<file path="config.mk">
export PLATFORM = sky130hd
export DESIGN_NAME = array_controller
export DESIGN_NICKNAME = d
export VERILOG_FILES = /design/src/rtl/array_controller.sv
export SDC_FILE = /design/constraint.sdc
export NUM_CORES = 1
export LEC_CHECK = 0
export BUFFER_PORTS_ARGS = -buffer_cell sky130_fd_sc_hd__buf_2
export CAP_MARGIN = 20
export CORE_MARGIN = 10
export CORE_UTILIZATION = 50
export CTS_BUF_LIST = sky130_fd_sc_hd__clkbuf_4 sky130_fd_sc_hd__clkbuf_8
export DETAILED_ROUTE_END_ITERATION = 12
export GPL_ROUTABILITY_DRIVEN = 0
export PLACE_DENSITY = 0.89
export SYNTH_ARGS = -nofsm -noshare
export SYNTH_HDL_FRONTEND = slang
export SYNTH_SLANG_ARGS = --single-unit
</file>
<file path="constraint.sdc">
create_clock -name i_clk -period 2.1 [get_ports i_clk]
set_input_delay 0 -clock i_clk [delete_from_list [all_inputs] [get_ports i_clk]]
set_output_delay 0 -clock i_clk [all_outputs]
set_load 0.01 [all_outputs]
</file>
<file path="src/rtl/array_controller.sv">
// Sequences multi-tile jobs across input/weight/output routers: load, drain, output, next tile.
// Latency: psum release ROUTER_COUNT cycles after drain entry; pops follow ready by one cycle.
// Backpressure: i_stall suppresses pops; OUT holds until the output router reports done.
module array_controller #(
    parameter int IR_COUNT     = 2,
    parameter int WR_COUNT     = 2,
    parameter int ROUTER_COUNT = 4,
    parameter int TILE_WIDTH   = 8
) (
    input  logic                  i_clk,
    input  logic                  i_nrst,
    input  logic                  i_reg_clear,
    input  logic                  i_start,
    input  logic [TILE_WIDTH-1:0] i_tile_count,
    input  logic                  i_stall,
    input  logic [IR_COUNT-1:0]   i_ir_ready,
    input  logic [WR_COUNT-1:0]   i_wr_ready,
    input  logic [IR_COUNT-1:0]   i_ir_done,
    input  logic [WR_COUNT-1:0]   i_wr_done,
    input  logic                  i_or_done,
    output logic                  o_ir_en,
    output logic                  o_wr_en,
    output logic [IR_COUNT-1:0]   o_ir_pop_en,
    output logic [WR_COUNT-1:0]   o_wr_pop_en,
    output logic                  o_psum_out_en,
    output logic                  o_or_en,
    output logic                  o_tile_next,
    output logic [TILE_WIDTH-1:0] o_tile_idx,
    output logic                  o_busy,
    output logic                  o_done
);

    localparam int DW = (ROUTER_COUNT > 1) ? $clog2(ROUTER_COUNT) : 1;
    localparam logic [DW-1:0] DRAIN_LAST = DW'(ROUTER_COUNT - 1);

    typedef enum logic [2:0] {
        S_IDLE  = 3'd0,
        S_LOAD  = 3'd1,
        S_DRAIN = 3'd2,
        S_OUT   = 3'd3,
        S_NEXT  = 3'd4,
        S_DONE  = 3'd5
    } state_t;

    state_t                state, state_n;
    logic [TILE_WIDTH-1:0] tile_cnt, tile_cnt_n;
    logic [TILE_WIDTH-1:0] tile_idx, tile_idx_n;
    logic [DW-1:0]         drain_cnt, drain_cnt_n;
    logic                  en, en_n;
    logic                  pop, pop_n;
    logic                  psum, psum_n;
    logic                  or_en, or_en_n;
    logic                  tile_next, tile_next_n;
    logic                  busy, busy_n;
    logic                  done, done_n;

    always_ff @(posedge i_clk or negedge i_nrst) begin
        if (!i_nrst) begin
            state     <= S_IDLE;
            tile_cnt  <= '0;
            tile_idx  <= '0;
            drain_cnt <= '0;
            en        <= 1'b0;
            pop       <= 1'b0;
            psum      <= 1'b0;
            or_en     <= 1'b0;
            tile_next <= 1'b0;
            busy      <= 1'b0;
            done      <= 1'b0;
        end else begin
            state     <= state_n;
            tile_cnt  <= tile_cnt_n;
            tile_idx  <= tile_idx_n;
            drain_cnt <= drain_cnt_n;
            en        <= en_n;
            pop       <= pop_n;
            psum      <= psum_n;
            or_en     <= or_en_n;
            tile_next <= tile_next_n;
            busy      <= busy_n;
            done      <= done_n;
        end
    end

    always_comb begin
        state_n     = state;
        tile_cnt_n  = tile_cnt;
        tile_idx_n  = tile_idx;
        drain_cnt_n = drain_cnt;
        en_n        = en;
        or_en_n     = or_en;
        pop_n       = 1'b0;
        psum_n      = 1'b0;
        tile_next_n = 1'b0;
        done_n      = 1'b0;
        if (i_reg_clear) begin
            state_n     = S_IDLE;
            tile_cnt_n  = '0;
            tile_idx_n  = '0;
            drain_cnt_n = '0;
            en_n        = 1'b0;
            or_en_n     = 1'b0;
        end else begin
            case (state)
                S_IDLE: begin
                    if (i_start) begin
                        if (i_tile_count != '0) begin
                            tile_cnt_n = i_tile_count;
                            tile_idx_n = '0;
                            en_n       = 1'b1;
                            state_n    = S_LOAD;
                        end else begin
                            state_n = S_DONE;
                        end
                    end
                end
                S_LOAD: begin
                    // Tile completion wins over a coincident ready, so no pop leaks into DRAIN.
                    if ((&i_ir_done) && (&i_wr_done)) begin
                        drain_cnt_n = '0;
                        state_n     = S_DRAIN;
                    end else begin
                        pop_n = (&i_ir_ready) & (&i_wr_ready) & ~i_stall;
                    end
                end
                S_DRAIN: begin
                    if (drain_cnt < DRAIN_LAST) begin
                        drain_cnt_n = drain_cnt + 1'b1;
                    end else begin
                        psum_n  = 1'b1;
                        or_en_n = 1'b1;
                        state_n = S_OUT;
                    end
                end
                S_OUT: begin
                    if (i_or_done) begin
                        or_en_n = 1'b0;
                        state_n = S_NEXT;
                    end
                end
                S_NEXT: begin
                    if (tile_idx == tile_cnt - 1'b1) begin
                        state_n = S_DONE;
                    end else begin
                        tile_idx_n  = tile_idx + 1'b1;
                        tile_next_n = 1'b1;
                        state_n     = S_LOAD;
                    end
                end
                S_DONE: begin
                    done_n  = 1'b1;
                    en_n    = 1'b0;
                    state_n = S_IDLE;
                end
                default: begin
                    en_n    = 1'b0;
                    or_en_n = 1'b0;
                    state_n = S_IDLE;
                end
            endcase
        end
        busy_n = (state_n != S_IDLE);
    end

    assign o_ir_en       = en;
    assign o_wr_en       = en;
    assign o_ir_pop_en   = {IR_COUNT{pop}};
    assign o_wr_pop_en   = {WR_COUNT{pop}};
    assign o_psum_out_en = psum;
    assign o_or_en       = or_en;
    assign o_tile_next   = tile_next;
    assign o_tile_idx    = tile_idx;
    assign o_busy        = busy;
    assign o_done        = done;

endmodule

</file>
# After elaboration in Yosys (flattened, before gate mapping)
# Index checks and enable logic that the tools add are counted.
# W data, S select, Z words.
[op_classes]
n_addsub = 3
n_lt_le_gt_ge = 1
n_eq_ne = 15
n_mux = 40
bitwise = 3
n_reduce_logical = 20
[op_table]
columns = ["operator", "n"]
rows = [
  ["$mux W8", 8],
  ["$mux W3", 7],
  ["$ne A3 B3 Y1 const B", 7],
  ["$mux W1", 17],
  ["$pmux W8 S2", 1],
  ["$pmux W3 S5", 1],
  ["$reduce_and A3 Y1", 4],
  ["$reduce_bool A3 Y1", 3],
  ["$add A8 B1 Y8 const B", 1],
  ["$eq A8 B8 Y1", 1],
  ["$reduce_and A2 Y1", 4],
  ["$reduce_bool A8 Y1", 1],
  ["$reduce_or A4 Y1", 2],
  ["$sub A8 B1 Y8 const B", 1],
  ["$eq A3 B2 Y1 const B", 2],
  ["$eq A3 B3 Y1 const B", 2],
  ["$mux W2", 3],
  ["$reduce_bool A2 Y1", 3],
  ["$ne A2 B1 Y1 const B", 2],
  ["$pmux W2 S2", 1],
  ["$reduce_and A4 Y1", 1],
  ["$eq A3 B1 Y1 const B", 1],
  ["$logic_not A3 Y1", 1],
  ["$pmux W1 S3", 1],
  ["6 further kinds", 7],
]
[totals]
reg_bits = 28
output_inout_bits = 19
word_cells = 93

# Longest topological paths before layout
[logic_depth]
ltp_word = 6
depth_mapped = 10
mapped_depth_nobuf = 8

# Least setup slack after synthesis
# No wires, ideal clock.
[synth_timing]
kind = "flip-flop to flip-flop"
from = "register tile_cnt[0]"
to = "register tile_idx[7], in the netlist o_tile_idx[7]"
arrival_time_ps = 2242
slack_ps = -222
stages_incl_launch_ff = 10
n_path_buf = 1
synth_period_minus_slack_ps = 2322
cell_sequence = "dfrtp_1 -> inv_1 -> ha_1 -> buf_2 -> o21bai_1 -> a2111oi_0 -> a311o_1 -> o211ai_4 -> a311o_4 -> o211ai_2"
[synth_between]
elab_chain_len = 4
[synth_rtl]
columns = ["element", "line_no", "rtl"]
rows = [
  ["from (decl)", "46", "logic [TILE_WIDTH-1:0] tile_cnt, tile_cnt_n;"],
  ["from (signal assigned)", "72", "tile_cnt <= tile_cnt_n;"],
  ["$sub A8 B1 Y8", "142", "if (tile_idx == tile_cnt - 1'b1) begin"],
  ["$eq A8 B8 Y1", "142", ""],
  ["$ne A3 B3 Y1 (no source line)", "n/a", ""],
  ["$reduce_and A4 Y1 (no source line)", "n/a", ""],
  ["to (signal assigned)", "73", "tile_idx <= tile_idx_n;"],
  ["to (decl)", "47", "logic [TILE_WIDTH-1:0] tile_idx, tile_idx_n;"],
]
# Every way passes these cells.
# A chain may end at the register's enable or synchronous reset.

# Worst setup path in the final report
[layout_timing]
from = "register tile_cnt[0]"
to = "register tile_idx[6], in the netlist o_tile_idx[6]"
# The elaborated chain is that of the path after synthesis.

==> reports/summary.md <==
- hold path startpoint: i_or_done
- classification of the worst-slack hold path: input pin to flop
- worst slew margin relative to its limit: 57.39%
- clk_lat worst skew: 0.34 ns
- final net count: 280
- Post-Synthesis Cell Area: 1800 sq um
- number of nets with antenna violations after detailed routing: 0
- commonest non-fill, non-tap cell in the layout: sky130_fd_sc_hd__buf_2
- static leakage power: 0.001118 uW
- Max Clock Freq: 474.7 MHz
- required arrival time at the worst endpoint: 2.35 ns
- Layout Skew: 0.002138 ns
- violations in the final reports: negative setup slack
- width of the chip: 80.01 microns
- Critical R2R Launch: tile_cnt[0]
- effective utilization at floorplan: 52.71%
- final WL: 5215 microns
- worst-case reg-to-reg path depth: 8
- placeable core region: 3416 sq um
- port buffer count: 40
- multiplexer area fraction after synthesis: 5.142%
- proportion of synthesized chip area in sequential cells: 38.92%
- maximum number of pins on one net before global-route repair: 29
- crit path max fanout: 5
- Cells on Worst Hold Path: 4
- signed area change from the synthesized netlist to the final layout: 31.20%
- combinational family with the most area after synthesis: simple AND/OR/NAND/NOR gates
- R2R setup slack: -0.007 ns
- post-detailed-route DRC marker count: 0
- antenna violations before repair: 0
- count of flip-flops with a built-in enable after synthesis: 0
- TritonCTS Buffers: 3
- Die Footprint: 6401 sq um
- synthesized-area fraction occupied by ao, oa, aoi and oai cells: 17.44%
- first-pass GRT wire length: 8231 microns
- endpoints failing setup: 2
- via density per instance: 5.710
- total congestion overflow after global routing: 0
- first drt pass iteration count: 4
- clock tree from TritonCTS: yes
- library cell occupying the most area in the post-synthesis netlist: sky130_fd_sc_hd__dfrtp_1
- average wire per standard cell: 17.38 microns
- clock sink count: 28
- vias in the first global route: 1,708
- Post-Synthesis Mean Instance Area: 9.427 sq um
- Post-Synth XOR/XNOR Area: 4.864%
- synthesis-stage register bit count: 28
- buffer depth of the longest clock path: 2
- fraction of final layout cells with drive strength greater than 1: 35.83%
- leading cell types by total area after synthesis: sky130_fd_sc_hd__dfrtp_1 (39%), sky130_fd_sc_hd__nor2_1 (5.4%), sky130_fd_sc_hd__mux2i_1 (3.9%), sky130_fd_sc_hd__xnor2_1 (3.4%), sky130_fd_sc_hd__buf_4 (2.9%)
- Data arrival, critical path: 2.36 ns
- unrepaired setup endpoints after global routing: true
- master cell of the clock root buffer: sky130_fd_sc_hd__clkbuf_4
- cells traversed along the worst timing path: buf_4 -> nor2_1 -> o21ai_0 -> a311o_1 -> o211ai_4 -> buf_4 -> nand4_1 -> mux2i_1
- final worst path period share: 100.3%
- type of element launching the critical path: flop
- power density over cell area: 525.2 nW/um^2
- total negative slack: -0.008161 ns
- cell repeated most along the worst path: sky130_fd_sc_hd__buf_4
- type of destination of the critical path: flop
- Max VDD drop: 0.0002973 V
- number of instances in the synthesized netlist: 191
- Final Max Slew Viols: 0
- Worst Setup Slack post-DPL: -0.0004514 ns
- synthesized-area fraction occupied by and/or/nand/nor cells: 24.46%
- Yosys warning total: 0
- type of the worst setup path: flop to flop
- Critical-path top delay cell: sky130_fd_sc_hd__dfrtp_1
- starting DRC count in detailed routing: 198
- syn nets: 216
- pin slew with the least headroom to its limit: 0.6392 ns
- status: finished with violations
- Clock H-tree levels: 1
- end of the worst hold path: state[1]
- Tmin final: 2.107 ns
- unique cell type count in the Yosys netlist: 49
- dpl hpwl: 3569 microns
- vias post-DR: 1,713
- Reg-to-Reg End: o_tile_idx[6]
- Die Y-Extent: 80.01 microns
- overall routing resource usage: 15.90%
- diode insertion count for antenna repair: 0
- num ports: 41
- leading cell types in the layout, fill and taps excluded: sky130_fd_sc_hd__buf_2 (40), sky130_fd_sc_hd__dfrtp_1 (28), sky130_fd_sc_hd__nor2_1 (25), sky130_fd_sc_hd__buf_4 (19), sky130_fd_sc_hd__dlygate4sd3_1 (11)
- Core Rows: 21
- Worst path max stage delay: 0.43 ns
- post-synth top area share: 38.92%
- synthesized-area fraction occupied by adder cells: 2.085%
- clock-pin slew on the worst setup and hold paths: 0.16 ns
- max-cap violation count: 0
- final number of hold-violating endpoints: 0
- min setup slack post-route: -0.006517 ns
- most used flip-flop cell after synthesis: sky130_fd_sc_hd__dfrtp_1
- async set or reset register ratio after synthesis: 100.0%
-- routing by layer --
metal	part of all wire [%]	track usage, %	up-vias
li1	-	-	806
met1	37	17.00	831
met2	55	30.66	67
met3	5.5	1.802	9
met4	1.9	5.986	0
met5	0	0	-
-- Yosys cell counts, types with 2 or more instances --
master / number
sky130_fd_sc_hd__inv_1: 10
sky130_fd_sc_hd__ha_1: 3
sky130_fd_sc_hd__nor2b_1: 2
sky130_fd_sc_hd__buf_2: 3
sky130_fd_sc_hd__dfrtp_1: 28
sky130_fd_sc_hd__xor2_1: 3
sky130_fd_sc_hd__mux2i_1: 7
sky130_fd_sc_hd__a31oi_1: 3
sky130_fd_sc_hd__nor3b_1: 2
sky130_fd_sc_hd__nor4b_1: 2
sky130_fd_sc_hd__nand4b_1: 3
sky130_fd_sc_hd__and3_1: 3
sky130_fd_sc_hd__nand3_1: 6
sky130_fd_sc_hd__nand2b_1: 5
sky130_fd_sc_hd__buf_4: 7
sky130_fd_sc_hd__clkbuf_1: 3
sky130_fd_sc_hd__o21ai_0: 8
sky130_fd_sc_hd__o211ai_2: 3
sky130_fd_sc_hd__xnor2_1: 7
sky130_fd_sc_hd__nor2_1: 26
sky130_fd_sc_hd__nand4_1: 5
sky130_fd_sc_hd__nand2_1: 7
sky130_fd_sc_hd__and3b_1: 2
sky130_fd_sc_hd__nor4_1: 4
sky130_fd_sc_hd__o21ai_2: 2
sky130_fd_sc_hd__a21oi_1: 10
sky130_fd_sc_hd__nor3_1: 5
-- sequential cells by signal (all words and copies together) (netlist names) --
| signal | flops |
|---|---|
| o_busy | 1 |
| drain_cnt | 2 |
| o_psum_out_en | 1 |
| o_ir_en | 1 |
| pop | 1 |
| state | 3 |
| o_tile_idx | 8 |
| tile_cnt | 8 |
| o_tile_next | 1 |
| o_or_en | 1 |
| o_done | 1 |
-- worst max path at each step --
| stage | end | cells after the start | slack, ns | start |
|---|---|---|---|---|
| after floorplan | o_tile_idx[7] | 9 | -0.05 | tile_cnt[0] |
| after global placement | o_tile_idx[7] | 7 | 0.06 | tile_cnt[2] |
| after detailed placement | o_tile_idx[2] | 7 | -0.0005 | tile_cnt[2] |
| after CTS | o_tile_idx[2] | 7 | 0.0004 | tile_cnt[2] |
| after global routing | o_tile_idx[2] | 9 | -0.14 | tile_cnt[1] |
| final | o_tile_idx[6] | 8 | -0.007 | tile_cnt[0] |
-- layout make-up --
cell class,count,area (sq um)
fillers,268,1054
repair buffers,73,486.7
clock inverters,1,30.03
clock buffers,3,22.52
inverters,10,37.54
flip-flops and latches,28,700.7
well taps,46,57.56
multi-input cells,139,1027
-- per-stage QoR --
stage / power (uW) / instances / area, sq um / utilization [%] / hold WS, ns
final: 1241 / 300 / 2362 / 69.16 / 0.05542
after CTS: 1213 / 298 / 2292 / 67.11 / 0.04533
after global routing: 1282 / 300 / 2362 / 69.16 / 0.09646
after detailed placement: 836.7 / 282 / 2113 / 61.87 / 0.05003
after global placement: 824.9 / 282 / 2113 / 61.87 / 0.04387
after floorplan: 747.4 / 191 / 1809 / - / -0.2956
-- report_power, final --
| group | switching [uW] | total, uW | internal (uW) |
|---|---|---|---|
| registers | 21.1 | 579 | 558 |
| clock network | 175 | 368 | 193 |
| logic | 152 | 293 | 141 |
| total | 348 | 1240 | 893 |
-- what timing repair did --
action | CTS | global route
gates resized for setup | 2 | 13
setup buffers | 0 | 3
hold buffers | 12 | 0
pin swaps | 2 | 3
hold endpoints to repair | 37 | 0
setup endpoints to repair | 5 | 10
-- critical path: cells and delay by family, from the launching register on --
| kind | cells | cell delay [ns] |
|---|---|---|
| DFF | 1 | 0.43 |
| muxes | 1 | 0.15 |
| and+or+nand+nor | 2 | 0.32 |
| AOI/OAI and AO/OA | 3 | 0.79 |
| buffers and inverters | 2 | 0.33 |
-- cell families after synthesis --
family / Yosys count
AND/OR/NAND/NOR: 79
adder cells (fa/ha/maj): 3
buffers and inverters: 24
multiplexers: 8
AO/OA/AOI/OAI: 39
XOR/XNOR: 10
flip-flops: 28
No activity file was read; power rests on OpenSTA's default activity.
